File: src/rtl/video_timing_gen.sv
// Programmable video timing generator: signed h/v counters, sync/blank decode,
// and double-buffered timing registers that swap in only at frame end.
module video_timing_gen #(
  parameter int unsigned W          = 12,
  parameter int unsigned H_RES_D    = 640,
  parameter int unsigned H_FP_D     = 16,
  parameter int unsigned H_SP_D     = 96,
  parameter int unsigned H_BP_D     = 48,
  parameter int unsigned V_RES_D    = 480,
  parameter int unsigned V_FP_D     = 10,
  parameter int unsigned V_SP_D     = 2,
  parameter int unsigned V_BP_D     = 33,
  parameter bit          H_SYNC_POL = 1'b0,
  parameter bit          V_SYNC_POL = 1'b0
) (
  input  logic                clk,
  input  logic                reset_n,
  input  logic                enable,
  input  logic                cfg_we,
  input  logic [2:0]          cfg_addr,
  input  logic [W-1:0]        cfg_wdata,
  output logic                cfg_pending,
  output logic                hsync,
  output logic                vsync,
  output logic                blank,
  output logic                de,
  output logic signed [W+1:0] hpos,
  output logic signed [W+1:0] vpos,
  output logic                line_end,
  output logic                frame_end
);

  typedef logic signed [W+1:0] pos_t;

  localparam pos_t HPOS_RST = pos_t'(-(int'(H_FP_D + H_SP_D + H_BP_D)));
  localparam pos_t VPOS_RST = pos_t'(-(int'(V_FP_D + V_SP_D + V_BP_D)));

  logic [W-1:0] r_shadow [8];
  logic [W-1:0] r_active [8];
  logic         r_pending;
  pos_t         r_hpos;
  pos_t         r_vpos;

  logic         w_wr_ok;
  logic         w_h_last;
  logic         w_v_last;
  logic         w_hs_in;
  logic         w_vs_in;
  pos_t         w_h_porch;
  pos_t         w_v_porch;
  pos_t         w_h_porch_nxt;
  pos_t         w_v_porch_nxt;

  function automatic pos_t ext(input logic [W-1:0] v);
    return $signed({2'b00, v});
  endfunction

  function automatic logic [W-1:0] dflt(input int unsigned i);
    case (i)
      0:       return W'(H_RES_D);
      1:       return W'(H_FP_D);
      2:       return W'(H_SP_D);
      3:       return W'(H_BP_D);
      4:       return W'(V_RES_D);
      5:       return W'(V_FP_D);
      6:       return W'(V_SP_D);
      default: return W'(V_BP_D);
    endcase
  endfunction

  always_comb begin
    w_h_porch     = ext(r_active[1]) + ext(r_active[2]) + ext(r_active[3]);
    w_v_porch     = ext(r_active[5]) + ext(r_active[6]) + ext(r_active[7]);
    w_h_porch_nxt = ext(r_shadow[1]) + ext(r_shadow[2]) + ext(r_shadow[3]);
    w_v_porch_nxt = ext(r_shadow[5]) + ext(r_shadow[6]) + ext(r_shadow[7]);
    w_h_last      = (r_hpos == ext(r_active[0]) - pos_t'(1));
    w_v_last      = (r_vpos == ext(r_active[4]) - pos_t'(1));
    w_hs_in       = (r_hpos >= -(ext(r_active[2]) + ext(r_active[3]))) &&
                    (r_hpos < -ext(r_active[3]));
    w_vs_in       = (r_vpos >= -(ext(r_active[6]) + ext(r_active[7]))) &&
                    (r_vpos < -ext(r_active[7]));
    w_wr_ok       = cfg_we && !((cfg_wdata == '0) &&
                                ((cfg_addr == 3'd0) || (cfg_addr == 3'd4)));
    line_end      = enable && w_h_last;
    frame_end     = line_end && w_v_last;
    hsync         = w_hs_in ? H_SYNC_POL : ~H_SYNC_POL;
    vsync         = w_vs_in ? V_SYNC_POL : ~V_SYNC_POL;
    blank         = (r_hpos < 0) || (r_vpos < 0);
    de            = ~blank;
    hpos          = r_hpos;
    vpos          = r_vpos;
    cfg_pending   = r_pending;
  end

  always_ff @(posedge clk or negedge reset_n) begin
    if (!reset_n) begin
      for (int unsigned i = 0; i < 8; i++) begin
        r_shadow[i] <= dflt(i);
        r_active[i] <= dflt(i);
      end
      r_pending <= 1'b0;
      r_hpos    <= HPOS_RST;
      r_vpos    <= VPOS_RST;
    end else begin
      if (enable) begin
        // At frame end the wrap targets come from the shadow set being loaded,
        // so the new mode governs the very first count of the next frame.
        if (w_h_last) begin
          r_hpos <= frame_end ? -w_h_porch_nxt : -w_h_porch;
          if (w_v_last) r_vpos <= -w_v_porch_nxt;
          else          r_vpos <= r_vpos + pos_t'(1);
        end else begin
          r_hpos <= r_hpos + pos_t'(1);
        end
      end
      if (frame_end) begin
        for (int unsigned i = 0; i < 8; i++) r_active[i] <= r_shadow[i];
        r_pending <= 1'b0;
      end
      // A write landing on the load cycle stays in shadow for the next frame.
      if (w_wr_ok) begin
        r_shadow[cfg_addr] <= cfg_wdata;
        r_pending          <= 1'b1;
      end
    end
  end

endmodule

File: config.mk
export PLATFORM = sky130hd
export DESIGN_NAME = video_timing_gen
export DESIGN_NICKNAME = d
export VERILOG_FILES = /design/src/rtl/video_timing_gen.sv
export SDC_FILE = /design/constraint.sdc
export NUM_CORES = 1
export LEC_CHECK = 0
export BUFFER_PORTS_ARGS = -buffer_cell sky130_fd_sc_hd__buf_2
export CORE_MARGIN = 1
export CORE_UTILIZATION = 59
export CTS_CLUSTER_DIAMETER = 100
export CTS_CLUSTER_SIZE = 25
export DETAILED_ROUTE_END_ITERATION = 10
export MAX_ROUTING_LAYER = met4
export PLACE_DENSITY_LB_ADDON = 0.25
export RECOVER_POWER = 100
export SLEW_MARGIN = 20
export SYNTH_ARGS = -nofsm -noshare
export SYNTH_HDL_FRONTEND = slang
export SYNTH_SLANG_ARGS = --single-unit
File: constraint.sdc
create_clock -name clk -period 13.1 [get_ports clk]
set_clock_uncertainty 0.05 [all_clocks]
set_input_delay 2.62 -clock clk [delete_from_list [all_inputs] [get_ports clk]]
set_output_delay 2.62 -clock clk [all_outputs]
set_load 0.005 [all_outputs]
* Yosys cells after proc, flatten, opt, wreduce, memory -nomap -nowiden
Index checks and enable logic that the tools add are counted.
Storage, ports and cells: memories 0, bits in writable memories 0, logic and storage cells 74, bits of input ports 19, flip-flop bits (word level) 209, output and inout bits 35, memory bits (read-only) 0, latch bits 0
Cells by class: reduce and logical (&&, ||, !) cells 14, add/sub/neg operators 19, order comparisons 8, eq/ne operators 3, divide/modulo/power cells 0, bitwise gates (word level) 2, shift operators 0, multiplexer cells 10, multiply operators 0
Operator list (number):
- bitwise mux 96 bit | 1
- adder 12 x 12 -> 13 bit | 5
- adder 13 x 12 -> 14 bit | 3
- two-way mux 14 bit | 3
- negation 14 bit | 3
- demux 12 bit (select 3 bit) | 1
- adder 14 x 2 -> 14 bit (second input constant) | 2
- == test 14 x 13 -> 1 bit | 2
- >= comparator 14 bit | 2
- less-than comparator 14 x 1 -> 1 bit (second input constant) | 2
- less-than comparator 14 bit | 2
- negation 12 -> 14 bit | 2
- negation 13 -> 14 bit | 2
- subtractor 12 x 1 -> 13 bit (second input constant) | 2
- zero test 12 bit | 1
- two-way mux 12 bit | 1
- logical AND 1 bit | 7
- >= comparator 4 bit (second input constant) | 1
- less-than comparator 4 x 1 -> 1 bit (second input constant) | 1
- two-way mux 1 bit | 4
- NOT 3 -> 4 bit | 1
- == test 3 bit (second input constant) | 1
- zero test 3 bit | 1
- logical OR 1 bit | 2
- 4 further kinds | 4

* Depth between registers and ports, before layout
depth in word-level cells 6, depth in mapped cells 19, mapped depth without buffers 19

* Worst setup path after synthesis
Ideal clock, no wire load.
path type reg2out, from register r_active[49] in the netlist's numbering, to output hsync, required time 10.430 ns, arrival 3.334 ns, path slack 7.096 ns, stages on the path, launching flop included 19, path buffers 0, cell sequence dfrtp_1 > ha_1 > inv_1 > ha_1 > inv_1 > fa_1 > nor2b_1 > o21ai_0 > a21oi_1 > o21a_1 > o21ai_0 > a21oi_1 > a21oi_1 > xor2_1 > ha_1 > nand4_1 > nor2_1 > a2111oi_0 > a221o_1
On the way: word-level cells in the longest chain between the ends 5, elaborated cells on any way between the ends 7, classes of those cells 3 x add/sub; 2 x order compare; 1 x mux; 1 x reduce/logical
RTL lines:
- start: declaration | line 39 | logic [W-1:0] r_active [8];
- start signal: indexed assignment | line 99 | r_active[i] <= dflt(i);
- adder 12 x 12 -> 13 bit | line 78 | w_hs_in = (r_hpos >= -(ext(r_active[2]) + ext(r_active[3]))) &&
- negation 13 -> 14 bit | line 78
- >= comparator 14 bit | line 78
- logical AND 1 bit (*) | line 78
- two-way mux 1 bit (*) | line 86 | hsync = w_hs_in ? H_SYNC_POL : ~H_SYNC_POL;
- end: declaration | line 23 | output logic hsync,
Every way passes the cells marked *; elsewhere a longest branch is shown, timed or not.

==> results by group <==
Logic synthesis
  • Total of warnings raised by yosys: 0
  • Asr flop ratio synth: 100.0%
  • Synth Instances: 1665
  • Net Count, Synth: 1902
  • Seq/Total Area, Yosys: 34.07%
  • Yosys reg bits: 209
  • Netlist cell types: 80
  • EDFF count, synth: 0
  • Post-synthesis average cell area: 9.327 um^2
  • Main synth FF type: dfrtp_1
  • Mapped Area: 15530 um^2

Run
  • Max cap viols: 6

Critical path
  • R2r startpoint: r_active[84]$_DFFE_PN0N_
  • Critical path's largest stage delay: 2.78 ns
  • Critical path fanouts, max: 71
  • CP top delay family: buffers and inverters
  • Crit-path cells: clkbuf_1, clkbuf_1
  • Startpoint types: input pin
  • Register-to-register setup slack: 6.37 ns
  • Critical path data required time: 12.78 ns
  • Crit-path most repeated cell: clkbuf_1
  • Buf/Inv on CP: 2
  • WS Path Type: in2async
  • CP Capture Type: async pin
  • CP arrival: 8.03 ns
  • R2R Path End: hpos[10]$_DFFE_PN1P_
  • CP max stage cell: clkbuf_1
  • Worst Reg2Reg Path Length in Cells: 11

Outcome
  • Failing checks: capacitance limit, slew limit
  • Status: finished with violations

Die
  • Die area: 26970 um^2
  • Die Y: 164.2 um
  • Floorplan core area: 25910 um^2
  • Die X: 164.2 um
  • Starting Density: 59.94%
  • I/O pin cnt: 54
  • Core Rows: 59

Global route
  • Vias in the first global route: 11500
  • Grt ovf: 0
  • Total GRT Usage: 29.94%
  • Initial antenna violation count: 3
  • First-pass GRT wire length: 61020 um
  • Largest net degree at the start of global routing: 72

Cells and area
  • Non-Filler Instances: 2025
  • Layout cells sized above 1: 10.83%
  • # nets final: 1920
  • Layout area overhead: 4.898%

Worst hold path
  • Hold path depth: 2
  • Hold path start: r_shadow[43]$_DFFE_PN1P_
  • Min-Delay Path Class: reg2reg
  • Hold EP: r_active[43]$_DFFE_PN1N_

Clocking
  • Post-CTS Setup Inserts: 0
  • Clk Latency, worst-skew pair: 0.48 ns
  • CTS sink count: 209
  • Clock H-tree levels: 1
  • Post-CTS resize count: 0
  • CTS Buffer Depth: 3
  • Clock root cell: clkbuf_16
  • CTS Buf Count: 13
  • Clk slew on worst S/H paths: 0.09 ns
  • CTS tree: done
  • Hold Buf Count CTS: 0

Timing
  • Final period utilization: 63.68%
  • RSZ-0062 raised after global routing: false
  • Fmax: 0.1199 GHz
  • Endpoints failing hold: 0
  • Fin Setup TNS: 0 ns
  • Final setup vio count: 0
  • Max_slew headroom: -149.7%
  • Final number of max-transition violations: 376
  • Tightest Pin Transition: 3.746 ns
  • Minimum clock period: 8.342 ns
  • Setup slack after layout: 4.758 ns

Placement
  • Pre-CTS WS: 6.515 ns
  • DP HPWL: 28840 um
  • Dpl cells: 2003
  • RD Place Congestion: 0.8748
  • Port Buffers: 53

Routing
  • Routed WL: 37990 um
  • Via count: 12120
  • ANT nets after route: 0
  • Drt drc: 0
  • DRT iter0 DRCs: 940
  • Drt via density: 5.986
  • Drt first pass iters: 5
  • Avg WL per Cell: 18.76 um

Power
  • Static Leakage: 7.582 nW
  • VDD IR-drop max: 106.0 uV
  • Cell area power density: 141.4 nW/um^2
-- final cells by class --
type | count | area (um^2)
Fill cell | 2229 | 9620
Multi-Input combinational cell | 1215 | 9195
Sequential cell | 209 | 5291
Inverter | 181 | 679.4
Tap cell | 335 | 419.2
Clock buffer | 16 | 336.6
Timing Repair Buffer | 63 | 291.5
Clock inverter | 5 | 75.07
Antenna cell | 1 | 2.502
-- sequential cells by signal, summed over array words and instances, names as in the netlist --
name,flops
cfg_pending,1
hpos,14
r_active,84
r_shadow,96
vpos,14
-- cells by family (layout without fill, tap and decap cells) --
group                      count (synthesis)  count (layout)  share of synthesized area, %
and+or+nand+nor                          480             480                         15.48
AOI/OAI and AO/OA                        339             339                         13.40
buffers and inverters                    241             265                         6.300
adders and majority gates                218             218                         19.40
DFF                                      209             209                         34.07
xor gates and xnor gates                  91              91                         5.132
muxes                                     87              87                         6.220
other                                      0               1                             0
-- stage by stage --
stage	util, %	power [mW]	hold slack (ns)	area (um^2)
after floorplan	-	1.538	0.3866	15530
after global placement	61.81	1.818	0.3935	16020
after detailed placement	61.81	1.839	0.4015	16020
after CTS	63.40	2.295	0.4157	16430
after global routing	62.87	2.448	0.4320	16290
final	62.87	2.303	0.4145	16290
-- worst max-delay path by stage --
stage,startpoint,to,slack [ns],cells after the start
floorplan,r_active[49]$_DFFE_PN0N_,hsync,7.10,18
global placement,enable,frame_end,6.55,4
finish,reset_n,r_active[3]$_DFFE_PN0N_,4.76,2
detailed placement,enable,frame_end,6.51,4
global route,reset_n,r_active[59]$_DFFE_PN0N_,3.38,2
CTS,r_active[49]$_DFFE_PN0N_,hsync,6.12,19
-- synthesized netlist by cell type, types with 5 or more instances --
cell | n | area share, %
nor4_1 | 16 | 0.64
ha_1 | 180 | 15
clkbuf_1 | 32 | 0.77
a221o_1 | 5 | 0.32
nand2b_1 | 13 | 0.52
and3_1 | 14 | 0.56
nor3_1 | 31 | 1.0
o31ai_1 | 8 | 0.39
o21a_1 | 14 | 0.68
a21oi_1 | 79 | 2.5
xor2_1 | 39 | 2.2
o211ai_1 | 7 | 0.34
nand4b_1 | 7 | 0.39
nand4_1 | 21 | 0.85
inv_1 | 180 | 4.4
a21o_1 | 19 | 0.92
nor2b_1 | 20 | 0.81
nor3b_1 | 7 | 0.34
nor2_1 | 53 | 1.3
o21ai_2 | 9 | 0.51
mux2_2 | 76 | 5.5
buf_6 | 7 | 0.51
mux2i_1 | 11 | 0.71
nand3_1 | 43 | 1.4
nand2_1 | 204 | 4.9
or2_2 | 9 | 0.36
and2_1 | 5 | 0.20
buf_2 | 17 | 0.55
a211oi_1 | 8 | 0.39
o21ai_1 | 71 | 2.3
dfstp_2 | 49 | 8.3
o21ai_0 | 69 | 2.2
or3_1 | 9 | 0.36
fa_1 | 38 | 4.9
xnor2_1 | 52 | 2.9
dfrtp_1 | 160 | 26
-- layer usage --
metal | GRT usage, % | part of all wire [%] | vias up
li1 | - | - | 5810
met1 | 43.92 | 48 | 5915
met2 | 43.23 | 43 | 346
met3 | 5.177 | 7.5 | 50
met4 | 6.145 | 1.8 | 0
met5 | - | 0 | -
-- placed cells by master, fill, tap and decap left out, types with 9 or more instances in the layout --
| cell | count |
|---|---|
| a211oi_1 | 9 |
| inv_1 | 181 |
| xor2_1 | 39 |
| a21oi_1 | 79 |
| nor2b_1 | 20 |
| and3_1 | 14 |
| or3_1 | 9 |
| nand3_1 | 44 |
| nand4_1 | 21 |
| nand2_1 | 205 |
| buf_2 | 38 |
| mux2_2 | 75 |
| nor3_1 | 31 |
| o21ai_0 | 135 |
| nor2_1 | 54 |
| dfstp_2 | 30 |
| dfrtp_1 | 160 |
| dfstp_1 | 19 |
| o21a_1 | 14 |
| clkbuf_1 | 26 |
| mux2i_1 | 11 |
| nand2b_1 | 13 |
| fa_1 | 38 |
| ha_1 | 180 |
| a21o_1 | 19 |
| nor4_1 | 17 |
| o21ai_1 | 13 |
| xnor2_1 | 52 |
| or2_2 | 9 |
| clkbuf_16 | 13 |
-- power breakdown --
group,switching [mW],internal (mW)
logic,0.625,0.448
clock network,0.234,0.212
registers,0.0585,0.726
total,0.918,1.39
Note: power is estimated with default switching activity, not from simulation.
